==> config.mk <==
export PLATFORM = sky130hd
export DESIGN_NAME = dsp_result_collector_flat
export DESIGN_NICKNAME = d
export VERILOG_FILES = /design/src/rtl/dsp_result_collector_if.sv /design/src/rtl/dsp_result_collector.sv /design/src/flat_wrapper.sv
export SDC_FILE = /design/constraint.sdc
export NUM_CORES = 1
export LEC_CHECK = 0
export ABC_AREA = 1
export BUFFER_PORTS_ARGS = -buffer_cell sky130_fd_sc_hd__buf_4
export CAP_MARGIN = 20
export CORE_AREA = 3 3 133 135
export DETAILED_ROUTE_END_ITERATION = 7
export DIE_AREA = 0 0 136 138
export PLACE_DENSITY = 0.75
export RECOVER_POWER = 25
export SYNTH_ARGS = -nofsm -noshare
export SYNTH_HDL_FRONTEND = slang
export SYNTH_SLANG_ARGS = --single-unit
==> constraint.sdc <==
create_clock -name clk -period 3.9 [get_ports clk]
set_input_delay 0.195 -clock clk [delete_from_list [all_inputs] [get_ports clk]]
set_output_delay 0.195 -clock clk [all_outputs]
set_load 0.005 [all_outputs]
==> src/rtl/dsp_result_collector_if.sv <==
// Handshake bundle between the operand source, the DSP48A1 slice outputs, the downstream sink
// and the result collector. The master side is the environment; the slave side is the collector.
interface dsp_result_collector_if #(
    parameter int TAG_W = 4
);
    logic             flush;
    logic             issue_valid;
    logic [TAG_W-1:0] issue_tag;
    logic             issue_ready;
    logic [47:0]      dsp_p;
    logic             dsp_carryout;
    logic             res_valid;
    logic             res_ready;
    logic [47:0]      res_p;
    logic             res_carryout;
    logic [TAG_W-1:0] res_tag;
    logic [3:0]       in_flight;
    logic [4:0]       res_count;
    logic             issue_err;

    modport master (
        output flush, issue_valid, issue_tag, dsp_p, dsp_carryout, res_ready,
        input  issue_ready, res_valid, res_p, res_carryout, res_tag, in_flight, res_count, issue_err
    );

    modport slave (
        input  flush, issue_valid, issue_tag, dsp_p, dsp_carryout, res_ready,
        output issue_ready, res_valid, res_p, res_carryout, res_tag, in_flight, res_count, issue_err
    );
endinterface

==> src/rtl/dsp_result_collector.sv <==
// Tracks operations through the DSP48A1 pipeline, captures P/CARRYOUT when they become valid,
// and buffers them in a credit-protected first-word-fall-through FIFO.
module dsp_result_collector #(
    parameter int LATENCY    = 3,
    parameter int FIFO_DEPTH = 4,
    parameter int TAG_W      = 4
) (
    input logic                   clk,
    input logic                   rst_n,
    dsp_result_collector_if.slave bus
);
    localparam int AW = $clog2(FIFO_DEPTH);
    localparam int PW = AW + 1;

    typedef struct packed {
        logic [47:0]      p;
        logic             carry;
        logic [TAG_W-1:0] tag;
    } result_t;

    logic [LATENCY-1:0] stage_vld;
    logic [TAG_W-1:0]   stage_tag [LATENCY];
    result_t            mem [FIFO_DEPTH];
    result_t            head;
    logic [PW-1:0]      wr_ptr;
    logic [PW-1:0]      rd_ptr;
    logic [PW-1:0]      fill;
    logic [3:0]         in_flight_q;
    logic [4:0]         res_count;
    logic [4:0]         credits;
    logic               ready;
    logic               accept;
    logic               capture;
    logic               pop;
    logic               res_valid;
    logic               issue_err_q;

    // Occupancy comes from the pointer difference; the wrap bit separates full from empty.
    assign fill      = wr_ptr - rd_ptr;
    assign res_count = 5'(fill);
    assign credits   = 5'(in_flight_q) + res_count;

    // Credits use registered counts only, so a pop frees its slot from the next cycle on.
    assign ready     = rst_n && !bus.flush && (credits < 5'(FIFO_DEPTH));
    assign accept    = bus.issue_valid && ready;
    assign capture   = stage_vld[LATENCY-1];
    assign res_valid = (res_count != 5'd0);
    assign pop       = res_valid && bus.res_ready;

    // NOTE: sequential state is always written with <= so every register samples pre-edge values.
    always_ff @(posedge clk or negedge rst_n) begin
        if (!rst_n) begin
            stage_vld <= '0;
        end else if (bus.flush) begin
            stage_vld <= '0;
        end else begin
            stage_vld <= LATENCY'({stage_vld, accept});
        end
    end

    // NOTE: tag and buffer storage is not reset; only the valids and pointers qualify it.
    always_ff @(posedge clk) begin
        stage_tag[0] <= bus.issue_tag;
        for (int i = 1; i < LATENCY; i++) begin
            stage_tag[i] <= stage_tag[i-1];
        end
    end

    always_ff @(posedge clk) begin
        if (capture) begin
            mem[wr_ptr[AW-1:0]] <= {bus.dsp_p, bus.dsp_carryout, stage_tag[LATENCY-1]};
        end
    end

    always_ff @(posedge clk or negedge rst_n) begin
        if (!rst_n) begin
            wr_ptr      <= '0;
            rd_ptr      <= '0;
            in_flight_q <= '0;
        end else if (bus.flush) begin
            wr_ptr      <= '0;
            rd_ptr      <= '0;
            in_flight_q <= '0;
        end else begin
            if (capture) wr_ptr <= wr_ptr + PW'(1);
            if (pop)     rd_ptr <= rd_ptr + PW'(1);
            if (accept && !capture) begin
                in_flight_q <= in_flight_q + 4'd1;
            end else if (capture && !accept) begin
                in_flight_q <= in_flight_q - 4'd1;
            end
        end
    end

    // Sticky protocol error; flush deliberately leaves it alone.
    always_ff @(posedge clk or negedge rst_n) begin
        if (!rst_n) begin
            issue_err_q <= 1'b0;
        end else if (bus.issue_valid && !ready) begin
            issue_err_q <= 1'b1;
        end
    end

    assign head             = mem[rd_ptr[AW-1:0]];
    assign bus.issue_ready  = ready;
    assign bus.res_valid    = res_valid;
    assign bus.res_p        = res_valid ? head.p     : 48'd0;
    assign bus.res_carryout = res_valid ? head.carry : 1'b0;
    assign bus.res_tag      = res_valid ? head.tag   : '0;
    assign bus.in_flight    = in_flight_q;
    assign bus.res_count    = res_count;
    assign bus.issue_err    = issue_err_q;
endmodule
==> src/flat_wrapper.sv <==
// flat-port wrapper written by rule: the top's interface ports become plain ports
module dsp_result_collector_flat 
#(
    parameter int LATENCY    = 3,
    parameter int FIFO_DEPTH = 4,
    parameter int TAG_W      = 4
)
  (clk, rst_n, bus_flush, bus_issue_valid, bus_issue_tag, bus_dsp_p, bus_dsp_carryout, bus_res_ready, bus_issue_ready, bus_res_valid, bus_res_p, bus_res_carryout, bus_res_tag, bus_in_flight, bus_res_count, bus_issue_err);
  dsp_result_collector_if #(.TAG_W(TAG_W)) bus_i ();
  input logic clk;
  input logic rst_n;
  input wire logic [$bits(bus_i.flush)-1:0] bus_flush;
  input wire logic [$bits(bus_i.issue_valid)-1:0] bus_issue_valid;
  input wire logic [$bits(bus_i.issue_tag)-1:0] bus_issue_tag;
  input wire logic [$bits(bus_i.dsp_p)-1:0] bus_dsp_p;
  input wire logic [$bits(bus_i.dsp_carryout)-1:0] bus_dsp_carryout;
  input wire logic [$bits(bus_i.res_ready)-1:0] bus_res_ready;
  output wire logic [$bits(bus_i.issue_ready)-1:0] bus_issue_ready;
  output wire logic [$bits(bus_i.res_valid)-1:0] bus_res_valid;
  output wire logic [$bits(bus_i.res_p)-1:0] bus_res_p;
  output wire logic [$bits(bus_i.res_carryout)-1:0] bus_res_carryout;
  output wire logic [$bits(bus_i.res_tag)-1:0] bus_res_tag;
  output wire logic [$bits(bus_i.in_flight)-1:0] bus_in_flight;
  output wire logic [$bits(bus_i.res_count)-1:0] bus_res_count;
  output wire logic [$bits(bus_i.issue_err)-1:0] bus_issue_err;
  assign bus_i.flush = bus_flush;
  assign bus_i.issue_valid = bus_issue_valid;
  assign bus_i.issue_tag = bus_issue_tag;
  assign bus_i.dsp_p = bus_dsp_p;
  assign bus_i.dsp_carryout = bus_dsp_carryout;
  assign bus_i.res_ready = bus_res_ready;
  assign bus_issue_ready = bus_i.issue_ready;
  assign bus_res_valid = bus_i.res_valid;
  assign bus_res_p = bus_i.res_p;
  assign bus_res_carryout = bus_i.res_carryout;
  assign bus_res_tag = bus_i.res_tag;
  assign bus_in_flight = bus_i.in_flight;
  assign bus_res_count = bus_i.res_count;
  assign bus_issue_err = bus_i.issue_err;
  dsp_result_collector #(.LATENCY(LATENCY), .FIFO_DEPTH(FIFO_DEPTH), .TAG_W(TAG_W)) u_core (.clk(clk), .rst_n(rst_n), .bus(bus_i));
endmodule
# --- Word level (Yosys, flattened, before mapping) ---
# Memories as Yosys holds them, arrays and structs flattened.
# Index checks and enable logic that the tools add are counted.
totals:
  ff_bits: 14
  mem_count: 2
  ramBits: 224
  input_bits: 58
  latchBits: 0
  output_inout_bits: 65
  word_cells: 42
  rom_bits: 0
memory_table:
  columns: ["name", "depth", "word_bits", "read_ports", "rd_ports_with_merged_regs", "wr", "line", "text"]
  rows:
  - ["u_core.mem", 4, 53, 1, 0, 1, "dsp_result_collector.sv:23", "result_t mem [FIFO_DEPTH];"]
  - ["u_core.stage_tag", 3, 4, 3, 0, 3, "dsp_result_collector.sv:22", "logic [TAG_W-1:0] stage_tag [LATENCY];"]
op_classes:
  n_bitwise: 0
  reduce_logical: 15
  magnitude_cmp: 1
  shift: 0
  n_eq_ne: 0
  mux: 13
  div: 0
  addsub: 6
  mul: 0
op_table:
  columns: ["cell", "n"]
  rows:
  - ["$mux W48", 1]
  - ["$mux W4", 4]
  - ["$mux W3", 5]
  - ["$logic_and A1 B1 Y1", 7]
  - ["$add A3 B1 Y3 const B", 2]
  - ["$add A4 B3 Y5", 1]
  - ["$lt A5 B3 Y1 const B", 1]
  - ["$reduce_bool A5 Y1", 1]
  - ["$add A4 B1 Y4 const B", 1]
  - ["$logic_not A1 Y1", 4]
  - ["$reduce_bool A2 Y1", 2]
  - ["$sub A4 B1 Y4 const B", 1]
  - ["$mux W1", 3]
  - ["$reduce_bool A3 Y1", 1]
  - ["$sub A3 B3 Y3", 1]

# --- Logic depth before layout (Yosys ltp) ---
depth:
  ltp_word: 10
  ltp_mapped: 19
  mapped_depth_nobuf: 19

# --- Worst setup path after synthesis ---
# Ideal clock, no wire load.
synth_timing:
  path_kind: "register -> register"
  from: "reg u_core.rd_ptr[1]"
  to: "reg u_core.in_flight_q[3], in the netlist u_core.bus.in_flight[3]"
  slack_ps: 735
  n_path_buf: 2
  arrival_ps: 3048
  required_ps: 3782
  period_less_slack_ps: 3165
  stages_incl_launch_ff: 20
  setup_time_ps: 118
  path_cell_list: "dfrtp_1 -> buf_2 -> inv_1 -> clkbuf_1 -> fa_1 -> xor2_1 -> xor2_1 -> inv_1 -> ha_1 -> inv_1 -> nand2_1 -> nor2_1 -> nand4_2 -> ha_1 -> nand2_1 -> nand2_1 -> a21oi_1 -> nand3b_1 -> nand3_1 -> nand2_1"
synth_between:
  elab_chain_cells: 8
  word_cells_on_any_way: 11
  cone_classes: "2 x add/sub; 1 x order compare; 2 x mux; 6 x reduce/logical"
synth_rtl:
  columns: ["element", "line", "text"]
  rows:
  - ["start, declared", "dsp_result_collector.sv:26", "logic [PW-1:0] rd_ptr;"]
  - ["start signal, assigned", "dsp_result_collector.sv:86", "if (pop) rd_ptr <= rd_ptr + PW'(1);"]
  - ["$sub A3 B3 Y3 (*)", "dsp_result_collector.sv:39", "assign fill = wr_ptr - rd_ptr;"]
  - ["via bus_res_count[2]", "flat_wrapper.sv:24", "output wire logic [$bits(bus_i.res_count)-1:0] bus_res_count;"]
  - ["$add A4 B3 Y5 (*)", "dsp_result_collector.sv:41", "assign credits = 5'(in_flight_q) + res_count;"]
  - ["$lt A5 B3 Y1 (*)", "dsp_result_collector.sv:44", "assign ready = rst_n && !bus.flush && (credits < 5'(FIFO_DEPTH));"]
  - ["$logic_and A1 B1 Y1 (*)", "dsp_result_collector.sv:44", null]
  - ["$logic_and A1 B1 Y1 (*)", "dsp_result_collector.sv:45", "assign accept = bus.issue_valid && ready;"]
  - ["$logic_and A1 B1 Y1 / $logic_not A1 Y1 (equally long branches)", "dsp_result_collector.sv:87, dsp_result_collector.sv:89", null]
  - ["$mux W4 / $logic_and A1 B1 Y1 (equally long branches)", "dsp_result_collector.sv:87, dsp_result_collector.sv:89", null]
  - ["$mux W4 / $reduce_bool A3 Y1 (equally long branches)", null, null]
  - ["end signal, assigned", "dsp_result_collector.sv:88", "in_flight_q <= in_flight_q + 4'd1;"]
  - ["end signal, assigned", "dsp_result_collector.sv:90", "in_flight_q <= in_flight_q - 4'd1;"]
  - ["end, declared", "dsp_result_collector.sv:28", "logic [3:0] in_flight_q;"]
# The timed path passes the listed nets; every way through them passes the cells marked *.
# A chain may end at the register's enable or synchronous reset.

# --- Worst setup path after layout ---
layout_timing:
  from: "reg u_core.wr_ptr[0]"
  to: "reg u_core.in_flight_q[3], in the netlist u_core.bus.in_flight[3]"
layout_between:
  elab_chain_cells: 8
  word_cells_on_any_way: 11
  cone_classes: "2 x add/sub; 1 x order compare; 2 x mux; 6 x reduce/logical"
layout_rtl:
  columns: ["element", "line", "text"]
  rows:
  - ["start, declared", "dsp_result_collector.sv:25", "logic [PW-1:0] wr_ptr;"]
  - ["start signal, assigned", "dsp_result_collector.sv:85", "if (capture) wr_ptr <= wr_ptr + PW'(1);"]
  - ["$sub A3 B3 Y3 (*)", "dsp_result_collector.sv:39", null]
  - ["$add A4 B3 Y5 (*)", "dsp_result_collector.sv:41", null]
  - ["$lt A5 B3 Y1 (*)", "dsp_result_collector.sv:44", null]
  - ["$logic_and A1 B1 Y1 (*)", "dsp_result_collector.sv:44", null]
  - ["$logic_and A1 B1 Y1 (*)", "dsp_result_collector.sv:45", null]
  - ["$logic_and A1 B1 Y1 / $logic_not A1 Y1 (equally long branches)", "dsp_result_collector.sv:87, dsp_result_collector.sv:89", null]
  - ["$mux W4 / $logic_and A1 B1 Y1 (equally long branches)", "dsp_result_collector.sv:87, dsp_result_collector.sv:89", null]
  - ["$mux W4 / $reduce_bool A3 Y1 (equally long branches)", null, null]
# Every way passes the cells marked *; elsewhere a longest branch is shown, timed or not.

==> flow_metrics.env <==
export IMPL_yosysUniqueCellTypes=27
export IMPL_max_cap_viol_count=0
export IMPL_ios=123
export IMPL_hpwl_um=11550
export IMPL_p_leak_nw=4.722
export IMPL_post_drt_wl_per_cell_um=17.91
export IMPL_cts_tree="yes"
export IMPL_cts_buffers=24
export IMPL_syn_area_per_cell_um2=12.50
export IMPL_ys_seq_elements=238
export IMPL_core_area_um2=16580
export IMPL_syn_to_final_growth_pct=25.28
export IMPL_clockRootBuffer="clkbuf_16"
export IMPL_clkSlewWorstSetupHoldPaths_ps=60
export IMPL_grt_usage_pct=21.88
export IMPL_clockBufferDepth=3
export IMPL_worstPathMaxFanout=8
export IMPL_h_tree_depth=1
export IMPL_yosysTopAreaCell="edfxtp_1"
export IMPL_drtIter0Drc=451
export IMPL_placed_cell_area_um2=10490
export IMPL_num_vias=6314
export IMPL_drive_above_1_share_pct=16.42
export IMPL_first_global_vias=6348
export IMPL_synthTopCellsByArea="edfxtp_1, o21ai_0, nor2_1"
export IMPL_dr_pass1_iters=5
export IMPL_postCtsSetupRepairBufs=0
export IMPL_finalCritPeriodShare_pct=88.95
export IMPL_fmax_mhz=288.3
export IMPL_status="completed"
export IMPL_rows=47
export IMPL_crit_required_ps=4340
export IMPL_vdd_drop_max_mv=0.4594
export IMPL_holdCritPathClass="in2async"
export IMPL_port_buffers=120
export IMPL_power_density_nw_per_um2=628.4
export IMPL_fin_skew_ps=8.398
export IMPL_nets=996
export IMPL_cts_sinks=238
export IMPL_fin_setup_tns_ps=0
export IMPL_antenna_left=0
export IMPL_antenna_found_initial=0
export IMPL_period_needed_ps=3469
export IMPL_final_cell_mix="edfxtp_1, nor2_1, o21ai_0"
export IMPL_grt_pass1_wl_um=32720
export IMPL_grt_max_degree=110
export IMPL_critPathArrivalTime_ps=3910
export IMPL_clock_latency_ps=510
export IMPL_synth_area_um2=9384
export IMPL_initial_core_util_pct=56.59
export IMPL_reg2reg_depth=19
export IMPL_die_w_um=136
export IMPL_maxSlewHeadroom_pct=46.51
export IMPL_start_kind="register"
export IMPL_chipHeight_um=138
export IMPL_drc=0
export IMPL_holdWs_ps=301.3
export IMPL_antenna_cells=0
export IMPL_die_area_um2=18770
export IMPL_wl_um=20840
export IMPL_worstMarginPinSlew_ps=802.4
export IMPL_crit_type="reg2reg"
export IMPL_overflow=0
export IMPL_place_congestion=0.7843
export IMPL_yosysWarnings=0
export IMPL_synth_top_area_share_pct=67.84
export IMPL_grt_setup_unrepaired="false"
export IMPL_synth_cells=751
export IMPL_ys_seq_area_share_pct=74.13
export IMPL_slew_viol_final=0
export IMPL_worstSetupEndpointType="register"
export IMPL_hold_viol=0
export IMPL_final_area_um2=11760
export IMPL_utilization_pct=70.89
export IMPL_layout_commonest_cell="edfxtp_1"
export IMPL_setup_viol=0
export IMPL_drt_vias_per_instance=5.424
critical path, cell delays in order, from the launching register on:
cell	delay [ps]
dfrtp_1	400
inv_1	150
ha_1	170
inv_1	50
fa_1	430
xor2_1	170
xor2_1	230
inv_1	110
ha_1	290
inv_1	60
nand2_1	50
nor2_1	190
nand4_2	230
ha_1	340
nand2_1	70
nand2_1	50
a21oi_1	140
nand3b_1	130
nand3_1	90
nand2_1	80
cells in the mapped netlist:
cell type  number
nand2_2         1
nand4_2         1
nand4_1         4
ha_1           10
dfrtp_1        14
buf_4           3
edfxtp_1      212
xor2_1          3
fa_1            2
nor2_1        114
a21oi_1         4
dfxtp_1        12
o21ai_0       111
a211oi_1        1
inv_2           1
clkbuf_1       30
buf_2           7
nor2_2          1
inv_1          80
conb_1          1
o22ai_1        53
o21bai_1        1
nand3b_1        1
xnor2_1         1
nand2_1        74
buf_6           3
nand3_1         6
power by group:
group / total [mW] / switching, mW / internal (mW)
logic: 2.29 / 1.32 / 0.975
registers: 2.85 / 0.0263 / 2.82
clock network: 2.25 / 0.906 / 1.34
total: 7.39 / 2.25 / 5.14
path summary, 6_finish.rpt:
kind                                                 from  slack (ps)                                  end
max                          u_core.wr_ptr[0]$_DFFE_PN0P_         430  u_core.bus.in_flight[3]$_DFFE_PN0P_
min                                                 rst_n         300        u_core.stage_vld[2]$_DFF_PN0_
max reg2reg                  u_core.wr_ptr[0]$_DFFE_PN0P_         430  u_core.bus.in_flight[3]$_DFFE_PN0P_
min reg2reg                u_core.stage_tag[0][3]$_DFF_P_         330       u_core.stage_tag[0][7]$_DFF_P_
max in group asynchronous                           rst_n        3010         u_core.rd_ptr[0]$_DFFE_PN0P_
min in group clk           u_core.stage_tag[0][3]$_DFF_P_         330       u_core.stage_tag[0][7]$_DFF_P_
state kept, by name, indices dropped and copies added (netlist names):
name and flops:
u_core.mem 212, u_core.stage_tag 12, u_core.bus.in_flight 4, u_core.rd_ptr 3, u_core.stage_vld 3, u_core.wr_ptr 3
u_core.bus.issue_err 1
metrics by stage:
step,power [mW],setup WS (ps),std cells
floorplan,4.098,734.6,752
global placement,5.095,589.2,1063
detailed placement,5.154,472.6,1063
CTS,7.444,310.5,1164
global route,7.792,188.9,1164
finish,7.388,430.9,1164
layer usage:
metal / vias to the layer above / GRT usage [%] / wire length [um]
met3: 25 / 3.634 / 1418
met1: 3082 / 30.05 / 8559
met4: 0 / 4.881 / 325
met5: - / 0 / 0
met2: 240 / 37.11 / 10540
li1: 2967 / - / -
area by class of cell:
type                            count  area [um2]
Tap cell                          220       275.3
Multi-Input combinational cell    390        1926
Sequential cell                   238        6962
Clock buffer                       38       724.4
Inverter                           81       309.0
Clock inverter                      6       65.06
Fill cell                        1174        4827
Timing Repair Buffer              191        1495
logic make-up (layout without fill, tap and decap cells):
logic type | Yosys count | in the layout | share of synthesized area [%]
AND/OR/NAND/NOR | 202 | 202 | 8.453
buffers and inverters | 124 | 316 | 5.413
other | 1 | 2 | 0.03996
XOR/XNOR | 4 | 4 | 0.3734
flip-flops | 238 | 238 | 74.13
adder cells (fa/ha/maj) | 12 | 12 | 1.760
AO/OA/AOI/OAI | 170 | 170 | 9.827
repair_timing:
item	CTS	global route
gates resized for setup	1	1
hold buffers	57	0
hold endpoints to repair	222	0
setup endpoints to repair	13	1
Power figures use the tool's default switching activity.
